### src/rtl/bubble_outbuf_loader_if.sv
// rtl/bubble_outbuf_loader_if.sv - byte-fetch handshake and output-buffer write port bundle
interface bubble_outbuf_loader_if;
    logic        byte_req;
    logic [19:0] byte_addr;
    logic        byte_valid;
    logic [7:0]  byte_data;
    logic        n_outbuf_wclken;
    logic [14:0] outbuf_waddr;
    logic        outbuf_wdata;

    modport master (
        output byte_req, byte_addr, n_outbuf_wclken, outbuf_waddr, outbuf_wdata,
        input  byte_valid, byte_data
    );

    modport slave (
        input  byte_req, byte_addr, n_outbuf_wclken, outbuf_waddr, outbuf_wdata,
        output byte_valid, byte_data
    );
endinterface

### src/rtl/bubble_outbuf_loader.sv
// rtl/bubble_outbuf_loader.sv - fills the bubble output buffer with the boot image or one user page
// Optional write stall during buffer reads: define OUTBUF_READ_GUARD_EN.
module bubble_outbuf_loader #(
    parameter int BOOT_BYTES = 480,
    parameter int PAGE_BYTES = 146
) (
    input  logic                          i_mclk,
    input  logic                          i_rst,
    input  logic                          i_load_req,
    input  logic                          i_load_type,
    input  logic [10:0]                   i_page_num,
    input  logic [2:0]                    i_acctype,
    bubble_outbuf_loader_if.master        io_bus,
    output logic                          o_busy,
    output logic                          o_done
);

    localparam logic [14:0] BOOT_SYNC_FIRST = 15'd3972;
    localparam logic [14:0] BOOT_SYNC_END   = 15'd4102;
    localparam logic [14:0] BOOT_LEAD_LAST  = 15'd4105;
    localparam logic [14:0] BOOT_LAST       = 15'(4106 + 8 * BOOT_BYTES + 265);
    localparam logic [14:0] USER_FIRST      = 15'd14336;
    localparam logic [14:0] USER_LEAD_LAST  = 15'd14341;
    localparam logic [14:0] USER_TAIL_FIRST = 15'd16380;
    localparam logic [14:0] USER_LAST       = 15'd16383;

    typedef enum logic [2:0] {
        S_IDLE, S_LEAD, S_FETCH, S_SHIFT, S_TAIL, S_FINISH
    } state_t;

    state_t      r_state;
    logic        r_type;
    logic [10:0] r_page;
    logic [14:0] r_idx;
    logic [7:0]  r_byte;
    logic [2:0]  r_bit;
    logic [9:0]  r_bytes_left;
    logic        r_nwclken;
    logic [14:0] r_waddr;
    logic        r_wdata;
    logic        r_byte_req;
    logic [19:0] r_byte_addr;
    logic        r_busy;
    logic        r_done;

    logic        w_stall;
    logic [14:0] w_lead_idx;
    logic        w_lead_type;
    logic        w_lead_bit;
    logic [14:0] w_lead_last;
    logic        w_tail_last;
    logic [19:0] w_user_base;
    logic        w_shift_bit;
    logic        w_issue;
    logic [14:0] w_wr_idx;
    logic        w_wr_logical;

`ifdef OUTBUF_READ_GUARD_EN
    assign w_stall = (i_acctype == 3'b110) || (i_acctype == 3'b111);
`else
    logic w_unused_acctype;
    assign w_unused_acctype = ^i_acctype;
    assign w_stall = 1'b0;
`endif

    // The very first write is issued from IDLE so it lands in the cycle BUSY rises.
    assign w_lead_idx  = (r_state == S_IDLE) ? (i_load_type ? USER_FIRST : 15'd0) : r_idx;
    assign w_lead_type = (r_state == S_IDLE) ? i_load_type : r_type;
    assign w_lead_bit  = w_lead_type ? 1'b0 :
                         ((w_lead_idx >= BOOT_SYNC_FIRST) && (w_lead_idx < BOOT_SYNC_END)) ? w_lead_idx[0] :
                         1'b1;
    assign w_lead_last = r_type ? USER_LEAD_LAST : BOOT_LEAD_LAST;
    assign w_tail_last = r_type ? (r_idx == USER_LAST) : (r_idx == BOOT_LAST);
    assign w_user_base = 20'(BOOT_BYTES) + 20'(r_page) * 20'(PAGE_BYTES);
    assign w_shift_bit = r_byte[3'd7 - r_bit];

    always_comb begin
        w_issue      = 1'b0;
        w_wr_idx     = r_idx;
        w_wr_logical = 1'b0;
        case (r_state)
            S_IDLE: begin
                w_issue      = i_load_req && !w_stall;
                w_wr_idx     = w_lead_idx;
                w_wr_logical = w_lead_bit;
            end
            S_LEAD: begin
                w_issue      = !w_stall;
                w_wr_logical = w_lead_bit;
            end
            S_FETCH: begin
                w_issue      = r_byte_req && io_bus.byte_valid && !w_stall;
                w_wr_logical = io_bus.byte_data[7];
            end
            S_SHIFT: begin
                w_issue      = !w_stall;
                w_wr_logical = w_shift_bit;
            end
            S_TAIL: begin
                w_issue      = !w_stall;
                w_wr_logical = ~r_type;
            end
            default: ;
        endcase
    end

    always_ff @(posedge i_mclk) begin
        if (i_rst) begin
            r_state      <= S_IDLE;
            r_type       <= 1'b0;
            r_page       <= '0;
            r_idx        <= '0;
            r_byte       <= '0;
            r_bit        <= '0;
            r_bytes_left <= '0;
            r_nwclken    <= 1'b1;
            r_waddr      <= '0;
            r_wdata      <= 1'b0;
            r_byte_req   <= 1'b0;
            r_byte_addr  <= '0;
            r_busy       <= 1'b0;
            r_done       <= 1'b0;
        end else begin
            r_nwclken <= 1'b1;
            r_done    <= 1'b0;
            if (w_issue) begin
                r_nwclken <= 1'b0;
                r_waddr   <= w_wr_idx;
                r_wdata   <= ~w_wr_logical;
                r_idx     <= w_wr_idx + 15'd1;
            end
            case (r_state)
                S_IDLE: begin
                    if (i_load_req) begin
                        r_type  <= i_load_type;
                        r_page  <= i_page_num;
                        r_busy  <= 1'b1;
                        r_state <= S_LEAD;
                        if (w_stall) begin
                            r_idx <= w_lead_idx;
                        end
                    end
                end
                S_LEAD: begin
                    if (!w_stall && (r_idx == w_lead_last)) begin
                        r_state      <= S_FETCH;
                        r_byte_addr  <= r_type ? w_user_base : 20'd0;
                        r_bytes_left <= r_type ? 10'(PAGE_BYTES) : 10'(BOOT_BYTES);
                    end
                end
                S_FETCH: begin
                    // Request rises one cycle after the last write so it never overlaps a write.
                    if (!r_byte_req) begin
                        r_byte_req <= 1'b1;
                    end else if (io_bus.byte_valid) begin
                        r_byte_req   <= 1'b0;
                        r_byte       <= io_bus.byte_data;
                        r_byte_addr  <= r_byte_addr + 20'd1;
                        r_bytes_left <= r_bytes_left - 10'd1;
                        r_bit        <= w_stall ? 3'd0 : 3'd1;
                        r_state      <= S_SHIFT;
                    end
                end
                S_SHIFT: begin
                    if (!w_stall) begin
                        r_bit <= r_bit + 3'd1;
                        if (r_bit == 3'd7) begin
                            if (r_bytes_left != 10'd0) begin
                                r_state <= S_FETCH;
                            end else begin
                                r_state <= S_TAIL;
                                if (r_type) begin
                                    r_idx <= USER_TAIL_FIRST;
                                end
                            end
                        end
                    end
                end
                S_TAIL: begin
                    if (!w_stall && w_tail_last) begin
                        r_state <= S_FINISH;
                    end
                end
                S_FINISH: begin
                    r_done  <= 1'b1;
                    r_busy  <= 1'b0;
                    r_state <= S_IDLE;
                end
                default: r_state <= S_IDLE;
            endcase
        end
    end

    assign io_bus.byte_req        = r_byte_req;
    assign io_bus.byte_addr       = r_byte_addr;
    assign io_bus.n_outbuf_wclken = r_nwclken;
    assign io_bus.outbuf_waddr    = r_waddr;
    assign io_bus.outbuf_wdata    = r_wdata;
    assign o_busy                 = r_busy;
    assign o_done                 = r_done;

endmodule
### src/flat_wrapper.sv
// flat-port wrapper written by rule: the top's interface ports become plain ports
module bubble_outbuf_loader_flat 
#(
    parameter int BOOT_BYTES = 480,
    parameter int PAGE_BYTES = 146
)
  (i_mclk, i_rst, i_load_req, i_load_type, i_page_num, i_acctype, o_busy, o_done, io_bus_byte_req, io_bus_byte_addr, io_bus_n_outbuf_wclken, io_bus_outbuf_waddr, io_bus_outbuf_wdata, io_bus_byte_valid, io_bus_byte_data);
  bubble_outbuf_loader_if io_bus_i ();
  input  logic i_mclk;
  input  logic i_rst;
  input  logic i_load_req;
  input  logic i_load_type;
  input  logic [10:0] i_page_num;
  input  logic [2:0] i_acctype;
  output logic o_busy;
  output logic o_done;
  output wire logic [$bits(io_bus_i.byte_req)-1:0] io_bus_byte_req;
  output wire logic [$bits(io_bus_i.byte_addr)-1:0] io_bus_byte_addr;
  output wire logic [$bits(io_bus_i.n_outbuf_wclken)-1:0] io_bus_n_outbuf_wclken;
  output wire logic [$bits(io_bus_i.outbuf_waddr)-1:0] io_bus_outbuf_waddr;
  output wire logic [$bits(io_bus_i.outbuf_wdata)-1:0] io_bus_outbuf_wdata;
  input wire logic [$bits(io_bus_i.byte_valid)-1:0] io_bus_byte_valid;
  input wire logic [$bits(io_bus_i.byte_data)-1:0] io_bus_byte_data;
  assign io_bus_byte_req = io_bus_i.byte_req;
  assign io_bus_byte_addr = io_bus_i.byte_addr;
  assign io_bus_n_outbuf_wclken = io_bus_i.n_outbuf_wclken;
  assign io_bus_outbuf_waddr = io_bus_i.outbuf_waddr;
  assign io_bus_outbuf_wdata = io_bus_i.outbuf_wdata;
  assign io_bus_i.byte_valid = io_bus_byte_valid;
  assign io_bus_i.byte_data = io_bus_byte_data;
  bubble_outbuf_loader #(.BOOT_BYTES(BOOT_BYTES), .PAGE_BYTES(PAGE_BYTES)) u_core (.i_mclk(i_mclk), .i_rst(i_rst), .i_load_req(i_load_req), .i_load_type(i_load_type), .i_page_num(i_page_num), .i_acctype(i_acctype), .io_bus(io_bus_i), .o_busy(o_busy), .o_done(o_done));
endmodule
### config.mk
export PLATFORM = sky130hd
export DESIGN_NAME = bubble_outbuf_loader_flat
export DESIGN_NICKNAME = d
export VERILOG_FILES = /design/src/rtl/bubble_outbuf_loader_if.sv /design/src/rtl/bubble_outbuf_loader.sv /design/src/flat_wrapper.sv
export SDC_FILE = /design/constraint.sdc
export NUM_CORES = 1
export LEC_CHECK = 0
export ABC_AREA = 1
export CAP_MARGIN = 20
export CORE_MARGIN = 4
export CORE_UTILIZATION = 25
export CTS_CLUSTER_SIZE = 16
export DETAILED_ROUTE_END_ITERATION = 10
export PLACE_DENSITY = 0.46
export SYNTH_ARGS = -nofsm -noshare
export SYNTH_HDL_FRONTEND = slang
export SYNTH_SLANG_ARGS = --single-unit
### constraint.sdc
create_clock -name i_mclk -period 3.9 [get_ports i_mclk]
set_input_delay 0.78 -clock i_mclk [delete_from_list [all_inputs] [get_ports i_mclk]]
set_output_delay 0.78 -clock i_mclk [all_outputs]
set_load 0.005 [all_outputs]
==> key figures, run 1 <==
Yosys
  • Seq/Total Area, Yosys: 29.46%
  • Xor and xnor fraction of the mapped netlist area: 1.841%
  • Synth Area in Compound Gates: 18.49%
  • Total nets after synthesis: 997
  • Cells after synthesis: 926
  • Post-synthesis mux area share: 0.1618%
  • Post-synth cell types: 53
  • Ys Warns: 0
  • Area share of and/or/nand/nor cells after synthesis: 30.63%
  • #FFs+latches synth: 91
  • Main combinational cell family by area after synthesis: simple AND/OR/NAND/NOR gates
  • Syn Std Cell Area: 6185 sq um
  • Mapped Avg Cell Area: 6.679 sq um
  • Post-synthesis adder-cell area fraction: 9.144%

Die
  • Row cnt: 57
  • Die area: 27320 sq um
  • Initial Util: 25.43%
  • Die H: 165.3 microns
  • Die span in x: 165.3 microns
  • I/O pin count: 67
  • Core area: 24320 sq um

Setup path
  • Setup crit end kind: flop
  • Largest fanout on the critical path: 6
  • R2R Path Start: u_core.r_page[2]
  • Critical Path End: u_core.io_bus.byte_addr[19]
  • Critical Path AT: 3.74 ns
  • Worst R2R Path Depth: 19
  • Worst setup SP type: flop
  • Worst EP required: 4.19 ns
  • Worst r2r dst: u_core.io_bus.byte_addr[19]
  • Crit path launch: u_core.r_page[2]
  • Setup CP Type: flop to flop
  • Worst R2R Setup Slack: 0.45 ns

Run status
  • Outcome: finished clean

Power and ir drop
  • Total power: 0.004740 W
  • Peak supply drop: 0.2132 mV
  • Power Density: 635.7 nW/um^2
  • Sw frac: 43.76%
  • Reg power frac: 30.3%
  • Cell-internal power: 0.002666 W
  • Power share of the clock group: 20.8%
  • Logic gate share of total power: 48.8%
  • Switch Pwr: 0.002074 W
  • LEAKAGE: 3.158 nW

Timing
  • Slew margin rel.: 57.72%
  • Total negative slack: 0 ns
  • Final hold vios: 0
  • Number of setup violations in the final report: 0
  • Min Tclk post-route: 3.454 ns
  • Worst slew pin tran: 0.6327 ns
  • Fmax: 0.2895 GHz
  • Max-slew violations: 0
  • Clk_skew: 0.01673 ns
  • RSZ-0062 raised after global routing: no
  • Final Cycle Share: 88.57%

Global routing
  • Total global routing overflow: 0
  • GRT Overall Usage: 13.39%
  • Largest net degree at the start of global routing: 41
  • Vias in the first global route: 5790
  • Initial antenna violation count: 0
  • First-pass GRT wire length: 29690 microns

Placed design
  • RePlAce Congestion: 0.8293
  • Port bufs: 63
  • Placed cell areas: 7123 sq um
  • DP HPWL: 13470 microns
  • Placed Instances: 1294

Job
  • Max cap viols: 0

Clocking
  • Num CTS Buffers: 9
  • Clk root buf: clkbuf_16
  • Htree depth: 3
  • Clk slew on worst S/H paths: 0.07 ns
  • Post-CTS Setup Inserts: 0
  • Clk buf depth: 2
  • Clk Latency, worst-skew pair: 0.36 ns
  • Sink Count: 91
  • CTS Hold Bufs: 0
  • CTS resizes: 0
  • CTS tree: yes

Route
  • Pre-Repair DR Iteration Count: 5
  • # DRC: 0
  • DR vias: 6040
  • Post-route ant nets: 0
  • DR vias/cell: 4.611
  • Wirelength per Cell: 13.60 microns
  • Initial DRC count: 320
  • Final wirelength: 17820 microns

Layout
  • Antenna cells: 0
  • Post-route cell area: 7457 sq um
  • Footprint of the multi-input gates: 3727 sq um
  • FILL cells: 2722
  • # nets final: 1052
  • Area Overhead vs Synth: 20.57%
  • Util after Layout: 30.66%
  • Sequential Area: 1822 sq um
  • Ratio of cells with drive above 1 in the final layout: 9.026%
  • Non-filler cells, final: 1310

Hold path
  • Hold Path Stages: 2
  • Hold Crit Class: flop to flop
## layout by cell type, fill, tap and decap left out, types with 2 or more instances in the layout
cell             Yosys  layout
a211oi_1             2       2
a21oi_1             80      80
a22oi_1              2       2
a31o_2               4       4
a31oi_1             17      17
and2_1               3       3
buf_4                3       9
bufinv_16            0       2
clkbuf_16            0       9
clkdlybuf4s50_1      0      62
clkinv_4             0       2
dfxtp_1             91      91
fa_1                 2       2
ha_1                42      42
inv_1              113     113
inv_2               11      11
inv_6                0       2
nand2_1            199     199
nand2_2             11      11
nand2_4              3       3
nand3_1             59      59
nand3_2              4       4
nand4_1             19      19
nor2_1              87      87
nor2_2              17      17
nor2_4               4       4
nor3_1               3       3
o211ai_1             4       4
o21a_1               2       2
o21ai_0             71      71
o21ai_1              7       7
o21bai_1             3       3
o22ai_1              6       6
o41ai_1              2       2
or2_2                2       2
xnor2_1              7       7
xor2_1               6       6
## Yosys cell counts, drive strengths merged
master	n	share of area, %
buf	13	1.6
o41ai	2	0.28
nand4	20	2.1
a21oi	80	6.5
and2	3	0.30
o221ai	1	0.14
o31ai	1	0.12
o22ai	6	0.61
nor4b	1	0.14
nand2	214	14
a31oi	17	1.7
o21ai	79	6.5
xnor2	7	0.99
clkbuf	14	0.87
xor2	6	0.85
fa	2	0.65
nor3	4	0.40
a221oi	2	0.38
nand3	63	5.4
clkinv	1	0.061
a211oi	2	0.24
or2	4	0.45
a41o	1	0.16
mux2i	1	0.16
a22oi	2	0.24
inv	125	7.6
ha	42	8.5
nor2	108	7.7
o21a	2	0.24
o21bai	3	0.36
o211ai	4	0.49
dlygate4sd3	1	0.16
dfxtp	91	29
a31o	4	0.57
## worst max-delay path: stages, from the launching register on
cell     delay, ns
dfxtp_1       0.36
ha_1          0.39
inv_1         0.11
nand2_2       0.06
nand2_4       0.10
inv_1         0.06
fa_1          0.49
inv_1         0.04
ha_1          0.37
nand2_1       0.12
nor2_1        0.18
and2_1        0.14
nand2_1       0.05
nand3_1       0.13
inv_1         0.09
o21ai_1       0.24
nand3_1       0.11
nor2_1        0.11
nand2_1       0.09
a21oi_1       0.14
## logic make-up after synthesis
| kind of cell | after synthesis |
|---|---|
| simple gates | 417 |
| buf+inv | 154 |
| flops | 91 |
| xor+xnor | 13 |
| compound gates | 206 |
| fa+ha+maj | 44 |
| mux | 1 |
## worst min-delay path by stage
stage	from	slack [ns]	endpoint
after CTS	u_core.r_byte[6]	0.46	u_core.r_byte[6]
after global placement	u_core.r_byte[6]	0.45	u_core.r_byte[6]
after detailed placement	u_core.r_byte[6]	0.45	u_core.r_byte[6]
after floorplan	u_core.r_byte[6]	0.43	u_core.r_byte[6]
after global routing	u_core.o_busy	0.48	u_core.o_busy
final	u_core.r_byte[6]	0.45	u_core.r_byte[6]
## state kept, by name (all words and copies together) (netlist names)
name / cells
u_core.io_bus.byte_addr: 20
u_core.r_page: 11
u_core.r_byte: 8
u_core.r_bit: 3
u_core.io_bus.byte_req: 1
u_core.io_bus.outbuf_waddr: 15
u_core.r_state: 3
u_core.o_done: 1
u_core.io_bus.n_outbuf_wclken: 1
u_core.r_type: 1
u_core.o_busy: 1
u_core.r_idx: 15
u_core.r_bytes_left: 10
u_core.io_bus.outbuf_wdata: 1
## routing by layer
layer | routed length, microns | track usage [%] | vias up
met5 | 0 | 0 | -
met4 | 142 | 2.571 | 0
met3 | 750 | 2.730 | 10
met2 | 7684 | 20.60 | 110
met1 | 9239 | 19.42 | 2737
li1 | - | - | 3183
## power by group through the flow
stage,Sequential [W],Combinational [W],Clock (W)
2_1_floorplan,0.00139,0.00166,0
3_3_place_gp,0.00146,0.00232,0
3_5_place_dp,0.00146,0.00233,0
4_1_cts,0.00144,0.00234,0.00103
5_1_grt,0.00148,0.00268,0.00105
6_report,0.00144,0.00231,0.000988
## final cells by class
type / count / share of cell area [%]
clock inverters: 6 / 1.275
well taps: 324 / 5.436
flip-flops and latches: 91 / 24.43
clock buffers: 10 / 3.205
repair buffers: 72 / 9.295
inverters: 126 / 6.376
multi-input cells: 681 / 49.98
## per-stage QoR
stage,setup WS (ns),hold WS [ns]
4_1_cts,0.3957,0.4614
5_1_grt,0.05221,0.4839
6_report,0.4458,0.4545
3_5_place_dp,0.4220,0.4518
2_1_floorplan,0.8721,0.4297
3_3_place_gp,0.4379,0.4476
Power figures use the tool's default switching activity.
==> run 2, diff against run 1 <==
--- a/config.mk
+++ b/config.mk
@@ -6,12 +6,14 @@
 export NUM_CORES = 1
 export LEC_CHECK = 0
 export ABC_AREA = 1
+export ABC_CLOCK_PERIOD_IN_PS = 3900
 export CAP_MARGIN = 20
 export CORE_MARGIN = 4
 export CORE_UTILIZATION = 25
 export CTS_CLUSTER_SIZE = 16
 export DETAILED_ROUTE_END_ITERATION = 10
 export PLACE_DENSITY = 0.46
+export SKIP_LAST_GASP = 1
 export SYNTH_ARGS = -nofsm -noshare
 export SYNTH_HDL_FRONTEND = slang
 export SYNTH_SLANG_ARGS = --single-unit
==> results of run 2 <==
Same layout as run 1: the final DEF is identical, and so are final timing and power.
==> run 3, diff against run 2 <==
--- a/config.mk
+++ b/config.mk
@@ -8,11 +8,11 @@
 export ABC_AREA = 1
 export ABC_CLOCK_PERIOD_IN_PS = 3900
 export CAP_MARGIN = 20
-export CORE_MARGIN = 4
+export CORE_MARGIN = 2
 export CORE_UTILIZATION = 25
 export CTS_CLUSTER_SIZE = 16
 export DETAILED_ROUTE_END_ITERATION = 10
-export PLACE_DENSITY = 0.46
+export PLACE_DENSITY = 0.39
 export SKIP_LAST_GASP = 1
 export SYNTH_ARGS = -nofsm -noshare
 export SYNTH_HDL_FRONTEND = slang
==> key figures, run 3 (synthesized netlist as in run 1, its figures left out) <==
Placed design
  • Port bufs: 63
  • Placed cell areas: 7138 sq um
  • DP HPWL: 14180 microns
  • RePlAce Congestion: 0.8032

Timing
  • Clk_skew: 0.01052 ns
  • Worst slew pin tran: 0.7045 ns
  • Total negative slack: 0 ns
  • Number of setup violations in the final report: 0
  • RSZ-0062 raised after global routing: no
  • Fmax: 0.2893 GHz
  • Final hold vios: 0
  • Min Tclk post-route: 3.456 ns
  • Slew margin rel.: 52.92%
  • Final Cycle Share: 88.63%
  • Max-slew violations: 0

Die
  • Die area: 26010 sq um
  • Initial Util: 25.43%
  • I/O pin count: 67
  • Die span in x: 161.3 microns
  • Die H: 161.3 microns
  • Core area: 24320 sq um
  • Row cnt: 57

Setup path
  • Slowest-stage cell, CP: fa_1
  • Most used cell, CP: inv_1
  • Crit path cell chain: ha_1, inv_1, nand2_2, nand2_4, inv_1, fa_1, inv_1, ha_1, nand2_1, nor2_1, and2_1, nand2_1, nand3_1, inv_1, o21ai_1, nand3_1, nor2_1, nand2_1, a21oi_1
  • Worst setup SP type: flop
  • CP top delay family: adder cells
  • Worst R2R Setup Slack: 0.44 ns
  • Crit path largest cell delay: 0.49 ns
  • Critical Path AT: 3.74 ns
  • Worst R2R Path Depth: 19
  • Worst path bufs/invs: 4
  • Largest fanout on the critical path: 6
  • Crit path launch: u_core.r_page[2]
  • R2R Path Start: u_core.r_page[2]
  • Worst EP required: 4.19 ns
  • Setup crit end kind: flop
  • Setup CP Type: flop to flop
  • Worst r2r dst: u_core.io_bus.byte_addr[19]

Hold path
  • Hold_sp: u_core.r_byte[6]
  • WHS Endpoint: u_core.r_byte[6]
  • Hold Crit Class: flop to flop
  • Hold Path Stages: 2

Global routing
  • Initial antenna violation count: 0
  • Total global routing overflow: 0
  • Largest net degree at the start of global routing: 40
  • First-pass GRT wire length: 30060 microns
  • GRT Overall Usage: 14.48%
  • Vias in the first global route: 5685

Layout
  • Area Overhead vs Synth: 20.13%
  • Most frequent cells in the layout: nand2_1, inv_1, dfxtp_1
  • Post-route cell area: 7430 sq um
  • # nets final: 1054
  • Antenna cells: 0
  • Ratio of cells with drive above 1 in the final layout: 9.109%
  • Most common cell after layout, fill and taps aside: nand2_1
  • Number of flip-flops under the largest register name: 20

Route
  • DR vias: 5953
  • DR vias/cell: 4.537
  • Final wirelength: 18630 microns
  • Pre-Repair DR Iteration Count: 4
  • Wirelength per Cell: 14.20 microns
  • Initial DRC count: 343
  • # DRC: 0
  • Post-route ant nets: 0

Power and ir drop
  • LEAKAGE: 3.147 nW
  • Peak supply drop: 0.2079 mV
  • Power Density: 628.5 nW/um^2

Clocking
  • Clk Latency, worst-skew pair: 0.35 ns
  • Sink Count: 91
  • Clk buf depth: 2
  • Num CTS Buffers: 9
  • Post-CTS Setup Inserts: 0
  • Clk root buf: clkbuf_16
  • Htree depth: 3
  • CTS tree: yes
  • Clk slew on worst S/H paths: 0.07 ns
  • CTS resizes: 0
  • CTS Hold Bufs: 0

Run status
  • Outcome: finished clean

Job
  • Max cap viols: 0
[run 3: cell types whose count changed in the layout (fill, tap and decap cells not counted)]
cell,change
inv_6,-2
clkinvlp_4,+1
clkbuf_8,+2
clkinv_4,-1
buf_4,+2
clkinv_2,+1
clkbuf_1,+1
bufinv_16,-2
[run 3: cell type report]
cell class | instances | area, sq um
repair buffers | 74 | 708.2
well taps | 324 | 405.4
fillers | 2732 | 16890
clock buffers | 13 | 270.3
clock inverters | 3 | 21.27
multi-input cells | 681 | 3727
flip-flops and latches | 91 | 1822
inverters | 126 | 475.5
[run 3: worst reg2reg max path: cells and delay by family, from the launching register on]
family,cells,cell delay [ns]
flops,1,0.35
buf+inv,4,0.31
fa+ha+maj,3,1.25
compound gates,2,0.37
simple gates,10,1.10
[run 3: layer usage]
metal | global-route usage (%) | wire, microns | share of wire [%] | vias to the layer above
met2 | 22.36 | 7986 | 43 | 84
li1 | - | - | - | 3177
met3 | 2.953 | 666 | 3.6 | 9
met5 | 0 | 0 | 0 | -
met4 | 2.557 | 131 | 0.70 | 0
met1 | 21.03 | 9847 | 53 | 2683
[run 3: metrics by stage]
stage	instances	utilization (%)	hold WS [ns]	total power [W]	setup slack (ns)
floorplan	926	-	0.4297	0.003049	0.8721
global placement	1296	29.35	0.4506	0.003840	0.4116
detailed placement	1296	29.35	0.4501	0.003827	0.4097
CTS	1312	30.55	0.4592	0.004743	0.3970
global route	1312	30.55	0.4932	0.005115	0.006264
finish	1312	30.55	0.4578	0.004669	0.4435
[run 3: worst max path at each step]
stage | end | slack (ns) | cells after the start
6_report | u_core.io_bus.byte_addr[19] | 0.44 | 19
5_1_grt | u_core.io_bus.byte_addr[19] | 0.006 | 19
4_1_cts | u_core.io_bus.byte_addr[19] | 0.40 | 19
3_5_place_dp | u_core.io_bus.byte_addr[19] | 0.41 | 19
3_3_place_gp | u_core.io_bus.byte_addr[19] | 0.41 | 19
2_1_floorplan | u_core.io_bus.byte_addr[18] | 0.87 | 21
[run 3: report_power, final]
| part | switching [W] | internal, W |
|---|---|---|
| combinational | 0.00143 | 0.000909 |
| sequential | 0.000270 | 0.00118 |
| clock | 0.000395 | 0.000486 |
